**src/rtl/sys_defs.svh**
```systemverilog
// Shared machine definitions: lane count, RS depth, mask widths and the RS/issue packet types.
`ifndef SYS_DEFS_SVH
`define SYS_DEFS_SVH

`define N            2
`define RS_SZ        8
`define SQ_SZ        8
`define B_MASK_WIDTH 4

typedef logic [`SQ_SZ-1:0]        SQ_MASK;
typedef logic [`B_MASK_WIDTH-1:0] B_MASK_MASK;

typedef struct packed {
  logic [31:0] inst;
  logic [5:0]  dest_tag;
  logic        Source1_ready;
  logic        Source2_ready;
  logic        rd_mem;
  SQ_MASK      sq_mask;
  B_MASK_MASK  b_mask;
} RS_PACKET;

typedef struct packed {
  logic     valid;
  RS_PACKET packet;
} ISSUE_LANE;

`endif

```
**src/rtl/issue_select_pkg.sv**
```systemverilog
// Issue-select package: pulls in the shared machine types and adds lane/RS sizes plus a
// mask-clearing helper used for both newly latched and held lane packets.
package issue_select_pkg;
  `include "sys_defs.svh"

  localparam int NUM_LANES = `N;
  localparam int RS_SIZE   = `RS_SZ;

  function automatic RS_PACKET clear_masks(input RS_PACKET p, input B_MASK_MASK b_clr,
                                           input SQ_MASK sq_clr);
    RS_PACKET r;
    r         = p;
    r.b_mask  = p.b_mask & ~b_clr;
    r.sq_mask = p.sq_mask & ~sq_clr;
    return r;
  endfunction
endpackage

```
**src/rtl/issue_rr_arb.sv**
```systemverilog
// Multi-grant selector: each free slot, lowest first, takes the next request in priority order.
// ISSUE_RR_PRIORITY_EN adds a rotating start pointer; otherwise priority is fixed, lowest index first.
module issue_rr_arb #(
  parameter  int WIDTH = `RS_SZ,
  parameter  int REQS  = `N,
  localparam int IDX_W = (WIDTH > 1) ? $clog2(WIDTH) : 1
) (
`ifdef ISSUE_RR_PRIORITY_EN
  input  logic                       clock,
  input  logic                       reset,
`endif
  input  logic [WIDTH-1:0]           req,
  input  logic [REQS-1:0]            slot_free,
  output logic [WIDTH-1:0]           grant,
  output logic [REQS-1:0]            slot_valid,
  output logic [REQS-1:0][IDX_W-1:0] slot_idx
);

  logic [IDX_W-1:0] rr_ptr;
  logic [WIDTH-1:0] remaining;
  logic [IDX_W-1:0] cand;
  int               pos;

`ifdef ISSUE_RR_PRIORITY_EN
  logic [IDX_W-1:0] rr_ptr_next;

  // The highest granting slot holds the grant furthest along the priority order.
  always_comb begin
    rr_ptr_next = rr_ptr;
    for (int k = 0; k < REQS; k++) begin
      if (slot_valid[k]) begin
        rr_ptr_next = (slot_idx[k] == IDX_W'(WIDTH - 1)) ? '0 : slot_idx[k] + IDX_W'(1);
      end
    end
  end

  always_ff @(posedge clock) begin
    if (reset) rr_ptr <= '0;
    else       rr_ptr <= rr_ptr_next;
  end
`else
  assign rr_ptr = '0;
`endif

  // NOTE: every variable written here gets a default first, so no path can infer a latch.
  always_comb begin
    grant      = '0;
    slot_valid = '0;
    slot_idx   = '0;
    remaining  = req;
    cand       = '0;
    pos        = 0;
    for (int k = 0; k < REQS; k++) begin
      if (slot_free[k]) begin
        for (int i = 0; i < WIDTH; i++) begin
          pos = int'(rr_ptr) + i;
          if (pos >= WIDTH) pos = pos - WIDTH;
          cand = IDX_W'(pos);
          if (!slot_valid[k] && remaining[cand]) begin
            slot_valid[k] = 1'b1;
            slot_idx[k]   = cand;
          end
        end
        if (slot_valid[k]) begin
          remaining[slot_idx[k]] = 1'b0;
          grant[slot_idx[k]]     = 1'b1;
        end
      end
    end
  end

endmodule

```
**src/rtl/issue_select.sv**
```systemverilog
// RS issue stage: picks ready entries into free execute lanes with one-cycle latency, and keeps
// held lanes' branch/store masks current. ISSUE_RR_PRIORITY_EN selects round-robin entry priority.
module issue_select
  import issue_select_pkg::*;
(
  input  logic              clock,
  input  logic              reset,
  input  RS_PACKET          rs_data_next [`RS_SZ],
  input  logic [`RS_SZ-1:0] rs_valid_issue,
  input  SQ_MASK            resolving_sq_mask,
  input  B_MASK_MASK        b_mm_resolve,
  input  logic              b_mm_mispred,
  input  logic [`N-1:0]     ex_ready,
  output logic [`RS_SZ-1:0] rs_data_issuing,
  output RS_PACKET          issue_packets [`N],
  output logic [`N-1:0]     issue_valid
);

  localparam int IDX_W = (`RS_SZ > 1) ? $clog2(`RS_SZ) : 1;

  ISSUE_LANE                 lanes      [`N];
  ISSUE_LANE                 lanes_next [`N];
  logic [`RS_SZ-1:0]         ready;
  logic [`RS_SZ-1:0]         req;
  logic [`N-1:0]             lane_free;
  logic [`N-1:0]             slot_valid;
  logic [`N-1:0][IDX_W-1:0]  slot_idx;

  // Loads wait until every older store they depend on has resolved, counting this cycle's.
  always_comb begin
    for (int j = 0; j < `RS_SZ; j++) begin
      ready[j] = rs_valid_issue[j] & rs_data_next[j].Source1_ready
               & rs_data_next[j].Source2_ready
               & (!rs_data_next[j].rd_mem
                  | ((rs_data_next[j].sq_mask & ~resolving_sq_mask) == '0));
    end
  end

  assign req = reset ? '0 : ready;

  always_comb begin
    for (int k = 0; k < `N; k++) begin
      lane_free[k] = !lanes[k].valid | ex_ready[k];
    end
  end

  issue_rr_arb #(
    .WIDTH (`RS_SZ),
    .REQS  (`N)
  ) u_arb (
`ifdef ISSUE_RR_PRIORITY_EN
    .clock      (clock),
    .reset      (reset),
`endif
    .req        (req),
    .slot_free  (lane_free),
    .grant      (rs_data_issuing),
    .slot_valid (slot_valid),
    .slot_idx   (slot_idx)
  );

  // A free lane without a grant, or a held lane squashed by a mispredicting branch, empties.
  always_comb begin
    for (int k = 0; k < `N; k++) begin
      lanes_next[k] = '0;
      if (slot_valid[k]) begin
        lanes_next[k].valid  = 1'b1;
        lanes_next[k].packet = clear_masks(rs_data_next[slot_idx[k]], '0, resolving_sq_mask);
      end else if (!lane_free[k]
                   && !(b_mm_mispred && ((lanes[k].packet.b_mask & b_mm_resolve) != '0))) begin
        lanes_next[k].valid  = 1'b1;
        lanes_next[k].packet = clear_masks(lanes[k].packet, b_mm_resolve, resolving_sq_mask);
      end
    end
  end

  // NOTE: lane registers are few and architecturally visible, so they are reset (not left as
  // uninitialised storage) and updated with non-blocking assignments only.
  always_ff @(posedge clock) begin
    for (int k = 0; k < `N; k++) begin
      if (reset) lanes[k] <= '0;
      else       lanes[k] <= lanes_next[k];
    end
  end

  always_comb begin
    for (int k = 0; k < `N; k++) begin
      issue_packets[k] = lanes[k].packet;
      issue_valid[k]   = lanes[k].valid;
    end
  end

endmodule

```
**config.mk**
```make
export PLATFORM = sky130hd
export DESIGN_NAME = issue_select
export DESIGN_NICKNAME = d
export VERILOG_FILES = /design/src/rtl/issue_select_pkg.sv /design/src/rtl/issue_rr_arb.sv /design/src/rtl/issue_select.sv
export VERILOG_INCLUDE_DIRS = /design/src /design/src/rtl
export SDC_FILE = /design/constraint.sdc
export NUM_CORES = 1
export LEC_CHECK = 0
export CAP_MARGIN = 20
export CELL_PAD_IN_SITES_DETAIL_PLACEMENT = 1
export CELL_PAD_IN_SITES_GLOBAL_PLACEMENT = 2
export CORE_AREA = 2 2 219 221
export CTS_CLUSTER_DIAMETER = 100
export CTS_CLUSTER_SIZE = 14
export DETAILED_ROUTE_END_ITERATION = 16
export DIE_AREA = 0 0 221 223
export DONT_BUFFER_PORTS = 1
export GPL_TIMING_DRIVEN = 0
export HOLD_SLACK_MARGIN = 0.08
export PLACE_DENSITY_LB_ADDON = 0.05
export SLEW_MARGIN = 40
export SYNTH_ARGS = -nofsm -noshare
export SYNTH_HDL_FRONTEND = slang
export SYNTH_SLANG_ARGS = --single-unit
```
**constraint.sdc**
```tcl
create_clock -name clock -period 4.7 [get_ports clock]
set_input_delay 0.94 -clock clock [delete_from_list [all_inputs] [get_ports clock]]
set_output_delay 0.94 -clock clock [all_outputs]
set_load 0.02 [all_outputs]
```
==> impl_results.md <==
- Inst Count DP: 2297
- Clock power share: 0.296
- Buffers on Ports: 0
- Final instance area: approximately 14000 um2
- CP Launch Type: primary input
- Max-slew violation count: 0
- Syn_area_per_cell: 7.02 um2
- Period utilisation layout: 1.00
- Via count: roughly 15000
- Cts bufs inserted: 9
- CP Class: primary input to output pin
- Final Util: 0.287
- Max Fclk: around 0.21 GHz
- Placer Congestion: 0.927
- I/O pins: ~570
- Max reg flops: between 100 and 150
- Hold Slack: roughly 0.57 ns
- Worst Skew: around 0.012 ns
- Most common cell after layout, fill and taps aside: nand2_1
- Final setup violation count: 3
- CP endpoint kind: output pin
- # H-tree levels: 3
- Status: finished with violations
- Hold crit path type: flop to flop
- Final global-route overflow total: 0
- Residual DRC: 0
- Initial antenna violation count: 0
- Pint: around 1700 uW
- Number of DRC markers in iteration 0: between 1000 and 1500
- Async set or reset register ratio after synthesis: 0
- CP required: approximately 3.8 ns
- WP data arrival: 3.78 ns
- Final WL: between 90 and 100 mm
- PD cells: about 220 nW/um2
- Vias in the first global route: 15895
- ANT nets after route: 0
- Post-DP HPWL: between 70 and 80 mm
- Largest regs: lanes x108
- Synthesized net count: about 2100
- Total GRT Usage: 0.368
- Diodes inserted: 0
- Max Fanout on Critical Path: 10
- Slew headroom: 0.331
- RSZ-0062 raised after global routing: true
- Clock Sinks: about 110
- Initial Util: 0.250
- Netlist cell types: 89
- Vias per Instance: 6.57
- Rows: 80
- Core area: 47100 um2
- NetSw: around 1300 uW
- Clock Pin Slew Worst Setup and Hold Paths: approximately 0.09 ns
- Leakage dissipation: 0.00482 uW
- Placed standard-cell area: between 10000 and 15000 um2
- Min Tclk post-route: between 4 and 5 ns
- Failing checks: negative setup slack
- Layout overhead on the synthesized area: 14.8%
- Post-synth EDFFs: 0
- Syn Inst Count: 1681
- Top_reg_cell synth: dfxtp_1
- Worst setup margin: -0.0234 ns
- First-pass GRT wire length: 129 mm
- DRT Pass-1 Iters: 9
- Die area: approximately 50000 um2
- Seq/Total Area, Yosys: 0.183
- Layout Nets: about 2200
- Reg power frac: 0.364
- Largest net degree at the start of global routing: 19
- Largest Register: lanes
- Max Cap Viol: 0
- Average wire per standard cell: a little over 40 um
- Die H: between 200 and 250 um
- # fillers: around 5800
- Maximum vdd drop: 0.000136 V
- Flops & latches, synth: 108
- CTS Buffer Depth: 2
- Non-filler cells, final: approximately 2300
- Share of layout cells above drive strength 1: 0.170
- Sw Ratio: 0.434
- Combinational power share: 0.340
- Root buf cell: clkbuf_16
- Synth warn: 0
- Post-synthesis cell area: 11800 um2
- Die X: around 220 um
- Most frequent cells in the layout: nand2_1, a211oi_1, nor2_1
- Slew @ Worst Pin: around 1.0 ns
- CTS tree: done
- Post-cts hold buffer count: 0
- Fin. Hold Viols: 0
- Worst skew pair latency: 0.42 ns
==> cells in the mapped netlist, types with 43 or more instances <==
library cell / instances / area share
clkbuf_1: 96 / 0.031
o211ai_1: 46 / 0.029
a22oi_1: 69 / 0.044
o22ai_1: 44 / 0.023
mux2_2: 59 / 0.056
nand3_1: 52 / 0.022
dfxtp_1: 108 / 0.18
nand2_1: 215 / 0.068
nor2_1: 125 / 0.040
buf_2: 43 / 0.018
inv_1: 68 / 0.022
nor3_1: 89 / 0.038
a211oi_1: 169 / 0.11
a21oi_1: 116 / 0.049
==> power by group through the flow <==
stage | Sequential [uW] | Combinational (uW) | Clock [uW]
after CTS | 1080 | 990 | 889
after global routing | 1090 | 1070 | 914
after global placement | 1100 | 925 | 0
after floorplan | 1080 | 588 | 0
final | 1080 | 1010 | 882
after detailed placement | 1100 | 937 | 0
==> critical path, cell delays in order <==
cell,delay [ns]
buf_4,0.17
o22ai_1,0.27
o41a_1,0.33
nor2_4,0.12
or3_4,0.43
o31a_1,0.28
buf_2,0.18
o211a_2,0.33
nor2_4,0.17
clkbuf_16,0.21
nand2_2,0.11
o22ai_4,0.22
==> kinds of logic after synthesis <==
| kind of cell | Yosys count | synth area share |
|---|---|---|
| AOI/OAI and AO/OA | 707 | 0.442 |
| and+or+nand+nor | 542 | 0.207 |
| DFF | 108 | 0.183 |
| muxes | 89 | 0.0823 |
| xor gates and xnor gates | 1 | 0.000742 |
| buffers and inverters | 232 | 0.0832 |
| adders and majority gates | 2 | 0.00191 |
==> per-stage QoR <==
step / total power (uW) / worst slack, ns / TNS [ns]
2_1_floorplan: 1670 / 0.0976 / 0
3_3_place_gp: 2030 / -1.61 / -86.21
3_5_place_dp: 2040 / -1.46 / -67.05
4_1_cts: 2960 / 0.00750 / 0
5_1_grt: 3070 / -0.0958 / -0.678
6_report: 2980 / -0.0234 / -0.0466
==> final timing paths <==
kind                         to  slack (ns)            startpoint  depth (start not counted)
max reg2reg        lanes[1][42]        0.43          lanes[0][53]                         11
min reg2reg        lanes[0][48]        0.57          lanes[0][48]                          2
min                lanes[0][48]        0.57          lanes[0][48]                          2
max          rs_data_issuing[1]       -0.02  resolving_sq_mask[2]                         12
==> final cells by class <==
class                           count  area, um2  share of cell area
Buffer                            162        848              0.0626
Clock buffer                       11        243              0.0179
Clock inverter                      5       35.0             0.00259
Inverter                           69        259              0.0191
Multi-Input combinational cell   1341       9050               0.669
Sequential cell                   108       2160               0.160
Tap cell                          615        769              0.0568
Timing Repair Buffer               23        173              0.0127
==> what timing repair did <==
item,in CTS,in global routing
setup buffers,16,6
pin swaps,19,6
gates resized for setup,87,14
setup endpoints to repair,87,34
cloned,0,0
endpoints found under the hold margin,0,0
==> layer usage <==
| metal | GRT usage | routed length, um | share of wire |
|---|---|---|---|
| met4 | 0.136 | 3360 | 0.036 |
| met1 | 0.437 | 37300 | 0.40 |
| met3 | 0.102 | 8250 | 0.088 |
| met5 | 0 | 0 | 0 |
| met2 | 0.630 | 45200 | 0.48 |
Power figures use the tool's default switching activity.
